**config.mk**
```make
export PLATFORM = sky130hd
export DESIGN_NAME = uart_hex_reporter_flat
export DESIGN_NICKNAME = d
export VERILOG_FILES = /design/src/rtl/uart_hex_reporter_if.sv /design/src/rtl/uart_hex_reporter.sv /design/src/flat_wrapper.sv
export SDC_FILE = /design/constraint.sdc
export NUM_CORES = 1
export LEC_CHECK = 0
export ABC_CLOCK_PERIOD_IN_PS = 8400
export CAP_MARGIN = 20
export CORE_ASPECT_RATIO = 1.1
export CORE_MARGIN = 2
export CORE_UTILIZATION = 45
export DETAILED_ROUTE_END_ITERATION = 8
export HOLD_SLACK_MARGIN = 0.05
export PLACE_DENSITY = 0.81
export RECOVER_POWER = 50
export SLEW_MARGIN = 20
export SYNTH_ARGS = -nofsm -noshare
export SYNTH_HDL_FRONTEND = slang
export SYNTH_SLANG_ARGS = --single-unit
```
**constraint.sdc**
```tcl
create_clock -name clk -period 8.4 [get_ports clk]
set_clock_uncertainty 0.05 [all_clocks]
set_input_delay 1.68 -clock clk [delete_from_list [all_inputs] [get_ports clk]]
set_output_delay 1.68 -clock clk [all_outputs]
set_load 0.02 [all_outputs]
```
**src/rtl/uart_hex_reporter_if.sv**
```systemverilog
// Request and transmitter-handshake bundle for uart_hex_reporter.
interface uart_hex_reporter_if #(
    parameter int DATA_W = 32
);
    logic              req_valid;
    logic              req_ready;
    logic [DATA_W-1:0] req_data;
    logic [7:0]        req_tag;
    logic              tx_start;
    logic [7:0]        tx_data;
    logic              tx_done;
    logic              busy;
    logic              frame_done;

    modport master (
        output req_valid, req_data, req_tag, tx_done,
        input  req_ready, tx_start, tx_data, busy, frame_done
    );

    modport slave (
        input  req_valid, req_data, req_tag, tx_done,
        output req_ready, tx_start, tx_data, busy, frame_done
    );
endinterface

```
**src/rtl/uart_hex_reporter.sv**
```systemverilog
// Formats a word (plus optional tag) as "T:HHHH..\r\n" and feeds it one byte at
// a time to a UART transmitter over the tx_start / tx_done handshake.
module uart_hex_reporter #(
    parameter int DATA_W    = 32,
    parameter int LOWER_HEX = 0
) (
    input  logic               clk,
    input  logic               reset,
    uart_hex_reporter_if.slave bus
);
    localparam int NIBBLES = DATA_W / 4;
    localparam int IDX_W   = $clog2(NIBBLES + 4);
    localparam logic [IDX_W-1:0] IDX_COLON = IDX_W'(1);
    localparam logic [IDX_W-1:0] IDX_HEX0  = IDX_W'(2);
    localparam logic [IDX_W-1:0] IDX_CR    = IDX_W'(NIBBLES + 2);
    localparam logic [IDX_W-1:0] IDX_LF    = IDX_W'(NIBBLES + 3);

    typedef enum logic [1:0] {IDLE, ISSUE, WAIT} state_t;

    state_t            state_q, state_d;
    logic [IDX_W-1:0]  idx_q, idx_d;
    logic [DATA_W-1:0] data_q, data_d;
    logic [7:0]        tag_q, tag_d;
    logic              tx_start_q, tx_start_d;
    logic [7:0]        tx_data_q, tx_data_d;
    logic              req_ready_q, req_ready_d;
    logic              frame_done_q, frame_done_d;
    logic [IDX_W-1:0]  first_idx;
    logic [IDX_W-1:0]  next_idx;

    function automatic logic [7:0] hex_char(input logic [3:0] n);
        logic [7:0] alpha_base;
        alpha_base = (LOWER_HEX != 0) ? 8'h61 : 8'h41;
        if (n < 4'd10) return 8'h30 + {4'h0, n};
        return alpha_base + {4'h0, n} - 8'd10;
    endfunction

    // Character slots are fixed: 0 tag, 1 colon, hex digits, CR, LF.
    // Untagged frames simply start at the first hex slot.
    function automatic logic [7:0] char_at(input logic [IDX_W-1:0]  idx,
                                           input logic [DATA_W-1:0] data,
                                           input logic [7:0]        tag);
        logic [IDX_W-1:0]  pos;
        logic [DATA_W-1:0] shifted;
        if (idx == '0)        return tag;
        if (idx == IDX_COLON) return 8'h3A;
        if (idx == IDX_CR)    return 8'h0D;
        if (idx == IDX_LF)    return 8'h0A;
        pos     = IDX_CR - IDX_W'(1) - idx;
        shifted = data >> {pos, 2'b00};
        return hex_char(shifted[3:0]);
    endfunction

    assign first_idx = (bus.req_tag != 8'h00) ? '0 : IDX_HEX0;
    assign next_idx  = idx_q + IDX_W'(1);

    always_comb begin
        state_d      = state_q;
        idx_d        = idx_q;
        data_d       = data_q;
        tag_d        = tag_q;
        tx_start_d   = 1'b0;
        tx_data_d    = tx_data_q;
        req_ready_d  = req_ready_q;
        frame_done_d = 1'b0;
        case (state_q)
            IDLE: begin
                req_ready_d = 1'b1;
                if (bus.req_valid && req_ready_q) begin
                    data_d      = bus.req_data;
                    tag_d       = bus.req_tag;
                    idx_d       = first_idx;
                    tx_data_d   = char_at(first_idx, bus.req_data, bus.req_tag);
                    tx_start_d  = 1'b1;
                    req_ready_d = 1'b0;
                    state_d     = ISSUE;
                end
            end
            ISSUE: state_d = WAIT;
            WAIT: begin
                if (bus.tx_done) begin
                    if (idx_q == IDX_LF) begin
                        state_d      = IDLE;
                        frame_done_d = 1'b1;
                        req_ready_d  = 1'b1;
                    end else begin
                        idx_d      = next_idx;
                        tx_data_d  = char_at(next_idx, data_q, tag_q);
                        tx_start_d = 1'b1;
                        state_d    = ISSUE;
                    end
                end
            end
            default: state_d = IDLE;
        endcase
    end

    always_ff @(posedge clk) begin
        if (reset) begin
            state_q      <= IDLE;
            idx_q        <= '0;
            data_q       <= '0;
            tag_q        <= '0;
            tx_start_q   <= 1'b0;
            tx_data_q    <= '0;
            req_ready_q  <= 1'b0;
            frame_done_q <= 1'b0;
        end else begin
            state_q      <= state_d;
            idx_q        <= idx_d;
            data_q       <= data_d;
            tag_q        <= tag_d;
            tx_start_q   <= tx_start_d;
            tx_data_q    <= tx_data_d;
            req_ready_q  <= req_ready_d;
            frame_done_q <= frame_done_d;
        end
    end

    assign bus.req_ready  = req_ready_q;
    assign bus.tx_start   = tx_start_q;
    assign bus.tx_data    = tx_data_q;
    assign bus.busy       = (state_q != IDLE);
    assign bus.frame_done = frame_done_q;
endmodule

```
**src/flat_wrapper.sv**
```systemverilog
// flat-port wrapper written by rule: the top's interface ports become plain ports
module uart_hex_reporter_flat 
#(
    parameter int DATA_W    = 32,
    parameter int LOWER_HEX = 0
)
  (clk, reset, bus_req_valid, bus_req_data, bus_req_tag, bus_tx_done, bus_req_ready, bus_tx_start, bus_tx_data, bus_busy, bus_frame_done);
  uart_hex_reporter_if #(.DATA_W(DATA_W)) bus_i ();
  input  logic clk;
  input  logic reset;
  input wire logic [$bits(bus_i.req_valid)-1:0] bus_req_valid;
  input wire logic [$bits(bus_i.req_data)-1:0] bus_req_data;
  input wire logic [$bits(bus_i.req_tag)-1:0] bus_req_tag;
  input wire logic [$bits(bus_i.tx_done)-1:0] bus_tx_done;
  output wire logic [$bits(bus_i.req_ready)-1:0] bus_req_ready;
  output wire logic [$bits(bus_i.tx_start)-1:0] bus_tx_start;
  output wire logic [$bits(bus_i.tx_data)-1:0] bus_tx_data;
  output wire logic [$bits(bus_i.busy)-1:0] bus_busy;
  output wire logic [$bits(bus_i.frame_done)-1:0] bus_frame_done;
  assign bus_i.req_valid = bus_req_valid;
  assign bus_i.req_data = bus_req_data;
  assign bus_i.req_tag = bus_req_tag;
  assign bus_i.tx_done = bus_tx_done;
  assign bus_req_ready = bus_i.req_ready;
  assign bus_tx_start = bus_i.tx_start;
  assign bus_tx_data = bus_i.tx_data;
  assign bus_busy = bus_i.busy;
  assign bus_frame_done = bus_i.frame_done;
  uart_hex_reporter #(.DATA_W(DATA_W), .LOWER_HEX(LOWER_HEX)) u_core (.clk(clk), .reset(reset), .bus(bus_i));
endmodule
```
==> results of run 1 <==
-- worst paths after layout --
path | slack (ns) | to | cells past startpoint
worst max-delay path | 4.51 | u_core.bus.tx_data[2] | 4
worst min-delay path | 0.40 | u_core.data_q[4] | 2
worst max register to register | 4.59 | u_core.bus.tx_data[4] | 11
worst min register to register | 0.40 | u_core.data_q[4] | 2
-- cells by family after synthesis --
| family | after synthesis |
|---|---|
| DFF | 57 |
| buffers and inverters | 32 |
| adders and majority gates | 7 |
| AOI/OAI and AO/OA | 98 |
| xor gates and xnor gates | 7 |
| and+or+nand+nor | 163 |
| muxes | 13 |
-- cell type report --
type | instances | share of cell area [%]
clock buffer | 11 | 3.73
clock inverter | 5 | 2.08
inverter | 8 | 0.793
multi-input combinational | 288 | 46.0
sequential | 57 | 30.1
tap | 82 | 2.71
timing repair buffer | 56 | 14.6
-- metal layers --
metal / vias up / share of wire [%]
li1: 1401 / -
met2: 98 / 49
met4: 0 / 3.0
met5: - / 0
met1: 1323 / 43
met3: 20 / 5.6
-- worst reg2reg max path: cells and delay by family, from the launching register on --
kind / cells / cell delay (ns)
adder cells (fa/ha/maj): 2 / 0.86
AO/OA/AOI/OAI: 5 / 0.93
flip-flops: 1 / 0.86
buffers and inverters: 3 / 0.36
multiplexers: 1 / 0.65
-- layout by cell type (no fill, tap or decap), types with 2 or more instances in the layout --
cell                              instances
sky130_fd_sc_hd__o21a_1                   2
sky130_fd_sc_hd__nor2_1                  24
sky130_fd_sc_hd__mux4_2                   4
sky130_fd_sc_hd__nor4_1                   2
sky130_fd_sc_hd__clkinv_2                 2
sky130_fd_sc_hd__nand2_1                 97
sky130_fd_sc_hd__mux4_1                   3
sky130_fd_sc_hd__o211ai_2                 2
sky130_fd_sc_hd__clkbuf_8                10
sky130_fd_sc_hd__a21oi_1                 60
sky130_fd_sc_hd__nor4b_1                  3
sky130_fd_sc_hd__nor3_1                   5
sky130_fd_sc_hd__o221ai_1                 3
sky130_fd_sc_hd__o21ai_0                  9
sky130_fd_sc_hd__o22ai_1                  3
sky130_fd_sc_hd__ha_1                     7
sky130_fd_sc_hd__nor2b_1                  2
sky130_fd_sc_hd__a21boi_0                 2
sky130_fd_sc_hd__a211oi_1                 7
sky130_fd_sc_hd__dfxtp_1                 57
sky130_fd_sc_hd__clkdlybuf4s50_1         49
sky130_fd_sc_hd__clkbuf_1                 2
sky130_fd_sc_hd__mux2i_1                  5
sky130_fd_sc_hd__nand2b_1                 2
sky130_fd_sc_hd__bufinv_16                2
sky130_fd_sc_hd__or4_1                    2
sky130_fd_sc_hd__xnor2_2                  2
sky130_fd_sc_hd__nand3_1                 11
sky130_fd_sc_hd__inv_1                    8
sky130_fd_sc_hd__dlygate4sd3_1            5
sky130_fd_sc_hd__xnor2_1                  3
sky130_fd_sc_hd__a311oi_1                 3
sky130_fd_sc_hd__or2_2                    3
sky130_fd_sc_hd__nor3b_1                  2
-- metrics by stage --
step                      setup slack (ns)  instance area, um2
after floorplan                       5.08                3040
after global placement                4.44                3570
after detailed placement              4.36                3570
after CTS                             4.58                3790
after global routing                  4.20                3790
final                                 4.51                3790
-- sequential cells by signal, summed over array words and instances, names as in the netlist --
name / flops
u_core.bus.req_ready: 1
u_core.tag_q: 8
u_core.idx_q: 4
u_core.bus.frame_done: 1
u_core.bus.tx_start: 1
u_core.data_q: 32
u_core.state_q: 2
u_core.bus.tx_data: 8
-- power groups by stage --
stage | logic, mW | registers [mW] | clock network (mW)
5_1_grt | 0.118 | 0.298 | 0.302
2_1_floorplan | 0.0590 | 0.304 | 0
6_report | 0.107 | 0.296 | 0.286
3_5_place_dp | 0.107 | 0.302 | 0
3_3_place_gp | 0.105 | 0.301 | 0
4_1_cts | 0.107 | 0.296 | 0.292
==> results.md, run 1 <==
Layout:
- The repair_antennas step left the layout with diodes totalling 0.
- The proportion of layout cells with a drive suffix above 1 is about 8.0%.
- The area taken by flip-flops and latches is ~1100 um2.
- The area of the multi-input gates is 1740 um2.
- The final core utilization is ~58%.
- From synthesis to final layout, the design area changed by 24.5%.
- After the last flow step, the layout net total stands at ~470.
- The finished layout holds ~500 standard cells, fillers aside.
- The number of fill cells in the layout is a little under 600.

Logic synthesis:
- By area, the combinational part of the netlist is dominated by simple AND/OR/NAND/NOR gates.
- Of the post-synthesis cell area, the part taken by muxes is under 10%.
- The proportion of synthesized chip area in sequential cells is between 30% and 40%.
- Averaged over all synthesized cells, the footprint is slightly above 8 um2.
- Ranked by total cell area, the synthesized netlist is headed by sky130_fd_sc_hd__dfxtp_1, sky130_fd_sc_hd__nand2_1, sky130_fd_sc_hd__a21oi_1.
- The post-synthesis adder-cell area fraction is roughly 2.9%.
- The top cell type's share of synthesized area is roughly 38%.
- Yosys mapped a number of flops with a built-in enable equal to 0.
- The cell taking the most area after synthesis is sky130_fd_sc_hd__dfxtp_1.
- The async set-reset flop share out of synthesis is 0%.
- Summing the areas of all compound-gate instances in the mapped netlist gives about a fifth of the synthesized area.
- The register bit total from synthesis is 57.
- The synthesis warning total is 0.
- The library cell with the highest instance count after synthesis is sky130_fd_sc_hd__nand2_1.
- Counting instances in the post-synthesis netlist gives the leading cell types as sky130_fd_sc_hd__nand2_1, sky130_fd_sc_hd__a21oi_1, sky130_fd_sc_hd__dfxtp_1.
- Synthesis produced between 300 and 400 cells.
- Of the total synthesized cell area, the portion taken by XOR and XNOR cells is 3.13%.
- In the synthesized netlist the dominant register cell turns out to be sky130_fd_sc_hd__dfxtp_1.
- Yosys mapped the design onto 54 distinct sky130hd cell types.
- Synthesis produced a netlist with a net count of around 430.
- The share of synthesized cell area in and, or, nand and nor gates is approximately 24%.
- In this run the cell area of the synthesized design comes to approximately 3000 um2.

Place:
- Routability-driven placement finished with a final weighted congestion of 0.921.
- The number of placed instances, taps included, is 491.
- The count of buffers added on input and output ports is 55.
- The placed wire-length estimate after detailed placement is ~5200 um.

Power and ir drop:
- The switching share of total power is 26.0%.
- The total power divided by cell area is 182 nW/um2.
- The total power is approximately 0.69 mW.
- Of the total power, combinational logic draws between 10% and 20%.
- The internal power of the cells is 0.510 mW.
- Across the VDD grid, the largest voltage drop is about 93 uV.
- For this design the static power due to leakage is 1.37 nW.
- The clock network is responsible for a little over two fifths of the overall power.
- Sequential cells burn a little over two fifths of the power.
- In this run the power spent charging and discharging nets is between 0.15 and 0.2 mW.

Timing:
- The fmax is ~260 MHz.
- The final-layout setup total negative slack is 0 ns.
- On the final layout, the worst hold slack is about 0.40 ns.
- The tightest slew margin relative to the limit is -69.8%.
- At the pin with the least slew margin, the transition time is between 2 and 3 ns.
- The post-layout minimum cycle time is 3.89 ns.
- The final count of negative-setup-slack endpoints is 0.
- The number of hold violations in the final report came to 0.
- The number of slew-limit violations in the final report is 60.
- Setup repair after global routing left no endpoint under its margin.
- The final critical path takes up 46.3% of the cycle.

Routing:
- The routed length per instance is 14.7 um.
- Across all layers, the routed design uses approximately 2800 vias.
- The count of routing violations after the opening detailed-route iteration is between 150 and 200.
- Dividing the detail-routed via count by the number of cells gives 5.61.
- After detailed routing, the number of remaining DRC violations is 0.
- The first TritonRoute pass finished after 4 iterations.
- The wire length reported by the detailed router is around 7500 um.
- The antenna violation net count after detailed routing is 0.

Global routing:
- The layer flagged by global routing as most heavily used is met2.
- Entering global routing, the biggest net connects 60 pins.
- Global routing consumed, on the met3 layer, around 6.1% of the routing resources.
- The number of global-route vias before repair is 2699.
- The initial antenna violation count is 0.
- The sum of overflow across all layers after global routing is 0.
- The fraction of met2 tracks used by global routing is between 30% and 40%.
- Global routing consumed, over all layers together, a little over a fifth of the routing resources.
- The global routing met1 resource utilization is between 20% and 30%.
- The first-pass GRT wire length is 12200 um.

Die:
- Measured along the x axis, the die boundary spans ~80 um.
- The core area is ~6600 um2.
- For this configuration, the core starts out at a cell density of a little under half.
- The height of the chip is about 90 um.
- The die outline area is approximately 7400 um2.
- During I/O placement, the number of pins put on the boundary was 56.
- The floorplan has 31 rows.

Setup path:
- The startpoint identified for the worst register-to-register timing path is u_core.idx_q[0].
- STA classifies the critical path endpoint as a flip-flop.
- The kind of cell with the highest combined delay along the critical path is buffers and inverters.
- The critical path launch point is reset.
- On the worst path, the slowest cell contributes a delay of about 1.8 ns.
- The largest driver fanout on the critical path is between 50 and 60.
- The critical path's slowest cell is sky130_fd_sc_hd__clkbuf_1.
- The signal on the critical path passes through clkbuf_1 -> nor2_1 -> a21oi_1 -> nand2_1.
- The critical path is of the in -> reg type.
- Data arrives at the worst endpoint at a little over 4 ns.
- The data required time at the worst endpoint is 8.58 ns.
- The combined buffer and inverter count along the critical path is 1.
- The type of element launching the critical path is an input pin.

Hold path:
- The startpoint identified for the worst hold timing path is u_core.data_q[4].
- The kind of path behind the tightest hold check is reg -> reg.

Clock tree:
- After clock tree synthesis, the clock-pin slew on the worst setup and hold paths is around 0.07 ns.
- The tree is rooted in a sky130_fd_sc_hd__clkbuf_8.
- The H-tree generated during clock tree synthesis spans 3 levels.
- Counting every sink on the clock net gives 57.
- In this run, post-CTS repair resized a total of 0 instances.
- TritonCTS built the clock tree.
- The maximum count of clock buffers along a single path is 2.
- The number of buffers created by CTS is 9.
- The quantity of hold-fixing buffers added after cts is 0.
- The number of setup buffers added after CTS is 0.
- Clock latency on the worst-skew pair, taken at its later pin, is roughly 0.34 ns.

Job:
- Across the run, the number of max-cap violations was 1.

Run status:
- The run finished, with violations left.
- The checks that failed: max-capacitance violations, max-slew violations.
Note: power is estimated with default switching activity, not from simulation.
==> inputs of run 2 (changes only) <==
--- a/config.mk
+++ b/config.mk
@@ -5,14 +5,14 @@
 export SDC_FILE = /design/constraint.sdc
 export NUM_CORES = 1
 export LEC_CHECK = 0
-export ABC_CLOCK_PERIOD_IN_PS = 8400
+export ABC_CLOCK_PERIOD_IN_PS = 3170
 export CAP_MARGIN = 20
 export CORE_ASPECT_RATIO = 1.1
 export CORE_MARGIN = 2
 export CORE_UTILIZATION = 45
 export DETAILED_ROUTE_END_ITERATION = 8
 export HOLD_SLACK_MARGIN = 0.05
-export PLACE_DENSITY = 0.81
+export PLACE_DENSITY = 0.84
 export RECOVER_POWER = 50
 export SLEW_MARGIN = 20
 export SYNTH_ARGS = -nofsm -noshare
==> constraint.sdc (replaced) <==
create_clock -name clk -period 3.17 [get_ports clk]
set_clock_uncertainty 0.05 [all_clocks]
set_input_delay 0.634 -clock clk [delete_from_list [all_inputs] [get_ports clk]]
set_output_delay 0.634 -clock clk [all_outputs]
set_load 0.02 [all_outputs]
==> run 2 against run 1 <==
Against the previous run: the run now ends clean; core utilization increased by 0.11 points; power increased by 150%; worst hold slack got worse by 0.0023 ns; global-route usage decreased by 0.60 points; sequential power increased to 2.6 times the previous value; worst setup slack got worse by 4.2 ns; count of clock-buffer cells in the layout increased by 1; die area unchanged; register-to-register slack got worse by 4.3 ns; clock power increased by 120%; non-clock buffer count increased by 7; critical path type unchanged; critical endpoint is now u_core.data_q[15].
==> results.md, run 2 (same netlist as run 1, synthesis figures left out) <==
Clock tree:
- The quantity of hold-fixing buffers added after cts is 0.
- Counting every sink on the clock net gives between 50 and 60.
- The number of buffers created by CTS is 9.
- The H-tree was split into 3 levels.
- The cell at the root of the clock tree is sky130_fd_sc_hd__clkbuf_8.
- TritonCTS built the clock tree.
- The insertion delay of the later-clocked pin in the worst-skew pair is about 0.34 ns.
- The clock edge transition at the registers on the reported setup and hold paths is ~0.060 ns.
- After clock tree synthesis, the repair step resized 0 gates.
- In this run the deepest clock path goes through 2 buffers.
- The number of setup buffers added after CTS is 0.

Setup path:
- The worst setup path is of the in -> reg kind.
- The data required time at the worst endpoint is 3.37 ns.
- The cell repeated most along the worst path is sky130_fd_sc_hd__nand2_1.
- Data on the critical path arrives at its endpoint at about 3.1 ns.
- The type of element launching the critical path is an input pin.
- The critical path crosses 6 cells after its start point.
- The highest cell delay on the worst timing path is between 0.9 and 1 ns.
- The largest driver fanout on the critical path is 33.
- The worst setup path is captured at a flip-flop.
- Traced cell by cell, the critical path runs through dlygate4sd3_1 -> nand2_1 -> nor2_1 -> clkbuf_1 -> nand2_1 -> a21oi_1.
- The combined buffer and inverter count along the critical path is 2.
- The number of cells on the worst reg-to-reg path is 11.
- The kind of cell adding the most delay to the critical path is buffers and inverters.
- Among all stages on the critical path, the largest delay is contributed by sky130_fd_sc_hd__clkbuf_1.

Power and ir drop:
- After layout, the design draws a total of roughly 1.7 mW.
- The static leakage is ~1.4 nW.
- The total power divided by cell area is approximately 450 nW/um2.
- The maximum vdd ir drop is approximately 420 uV.

Timing:
- Setup repair after global routing left no endpoint under its margin.
- The clock period could shrink to ~2.9 ns.
- The tightest slew margin relative to the limit is ~12%.
- The fmax is approximately 350 MHz.
- At the pin with the least slew margin, the transition time is 1.31 ns.
- The worst path uses about nine tenths of the clock period.
- The number of slew-limit violations in the final report is 0.
- The final-layout setup total negative slack is 0 ns.
- The final count of negative-setup-slack endpoints is 0.
- The number of hold violations in the final report is 0.

Run status:
- The flow ran to the end, and the final reports show no timing, DRC or antenna violations.

Routing:
- The highest layer touched by signal routing is met4.
- The amount of wire on met2 after detailed routing is approximately 3700 um.
- The post-detailed-route via-to-cell ratio is 5.67.
- The antenna violation net count after detailed routing is 0.
- After detailed routing, the wire length on met1 is 3120 um.
- The number of design rule violations left after detail routing is 0.
- The number of detailed-routing iterations run before antenna repair is 5.
- The met3 wire length is 478 um.
- For this block, the routed nets add up to approximately 7400 um of wire.
- The detailed-route via count is 2910.
- In the final routed layout, each cell accounts on average for approximately 14 um.
- The count of routing violations after the opening detailed-route iteration is 170.

Layout:
- The register with the highest flop count is u_core.data_q.
- The number of antenna repair diodes is 0.
- The register with the most flip-flops in the layout has 32 of them.
- The area of the multi-input gates is approximately 1700 um2.
- Leaving out fill and tap cells, the most frequent cell in the layout is sky130_fd_sc_hd__nand2_1.
- Fill cells in the final layout number between 500 and 600.
- The area added between synthesis and finish is 24.8%.
- The proportion of layout cells with a drive suffix above 1 is approximately 9.0%.
- The area taken by flip-flops and latches is about 1100 um2.
- In the layout the commonest cells are sky130_fd_sc_hd__nand2_1, sky130_fd_sc_hd__a21oi_1, sky130_fd_sc_hd__dfxtp_1, sky130_fd_sc_hd__clkdlybuf4s50_1, sky130_fd_sc_hd__nor2_1.
- The number of nets in the finished design is 478.

Place:
- The number of buffers inserted by port buffering is 55.
- The final weighted congestion in routability-driven placement is 0.892.
- The placed wire-length estimate after detailed placement is between 5000 and 6000 um.

Hold path:
- The kind of path behind the tightest hold check is reg -> reg.
- The worst hold path passes through 2 cells.

Job:
- The max-cap violation count is 0.

Global routing:
- The first-pass GRT wire length is roughly 12000 um.
- The pin count of the biggest net entering global routing is 60.
- The sum of overflow across all layers after global routing is 0.
- The number of global-route vias before repair is 2650.
- Global routing used ~21% of the available tracks.
- The initial antenna violation count is 0.

Die:
- The total area inside the core boundary comes to roughly 6600 um2.
- The initial utilization of the core area, before any placement, comes to 46.4%.
- The height of the chip is roughly 90 um.
- The floorplan step set the die width to slightly above 80 um.
- The number of top-level design ports is between 50 and 60.
- The floorplan has 31 rows.
- The die outline area is roughly 7400 um2.
[run 2: area by class of cell]
type / count / share of cell area [%]
Multi-Input combinational cell: 288 / 45.8
Sequential cell: 57 / 30.1
Timing Repair Buffer: 63 / 15.9
Clock buffer: 12 / 4.35
Tap cell: 82 / 2.70
Inverter: 8 / 0.792
Clock inverter: 3 / 0.396
[run 2: power by group]
group	switching, mW	internal [mW]	total [mW]
sequential	0.0229	0.759	0.782
clock	0.279	0.339	0.618
combinational	0.157	0.133	0.290
total	0.459	1.23	1.69
[run 2: through the flow]
step / std cells / hold WS [ns] / utilization, % / instance area [um2] / setup WS, ns
after detailed placement: 498 / 0.396 / 55.2 / 3620 / 0.207
after global placement: 498 / 0.388 / 55.2 / 3620 / 0.269
final: 513 / 0.401 / 57.9 / 3790 / 0.302
after global routing: 513 / 0.422 / 57.9 / 3790 / 0.0519
after floorplan: 377 / 0.382 / - / 3040 / 0.281
after CTS: 513 / 0.404 / 58.0 / 3800 / 0.310
[run 2: path summary, 6_finish.rpt]
path                     start                     to  slack, ns
max              bus_req_valid      u_core.data_q[15]       0.30
min          u_core.data_q[16]      u_core.data_q[16]       0.40
max reg2reg    u_core.idx_q[0]  u_core.bus.tx_data[4]       0.34
min reg2reg  u_core.data_q[16]      u_core.data_q[16]       0.40
[run 2: tightest hold or removal path, delay by kind of cell (launching register included)]
| family | cells | cell delay, ns |
|---|---|---|
| AND/OR/NAND/NOR | 1 | 0.05 |
| flip-flops | 1 | 0.30 |
| AO/OA/AOI/OAI | 1 | 0.05 |
[run 2: layer usage]
layer	track usage (%)	vias to the layer above
met4	8.61	0
met5	0	-
met3	4.62	13
met2	34.3	130
met1	25.3	1354
li1	-	1413
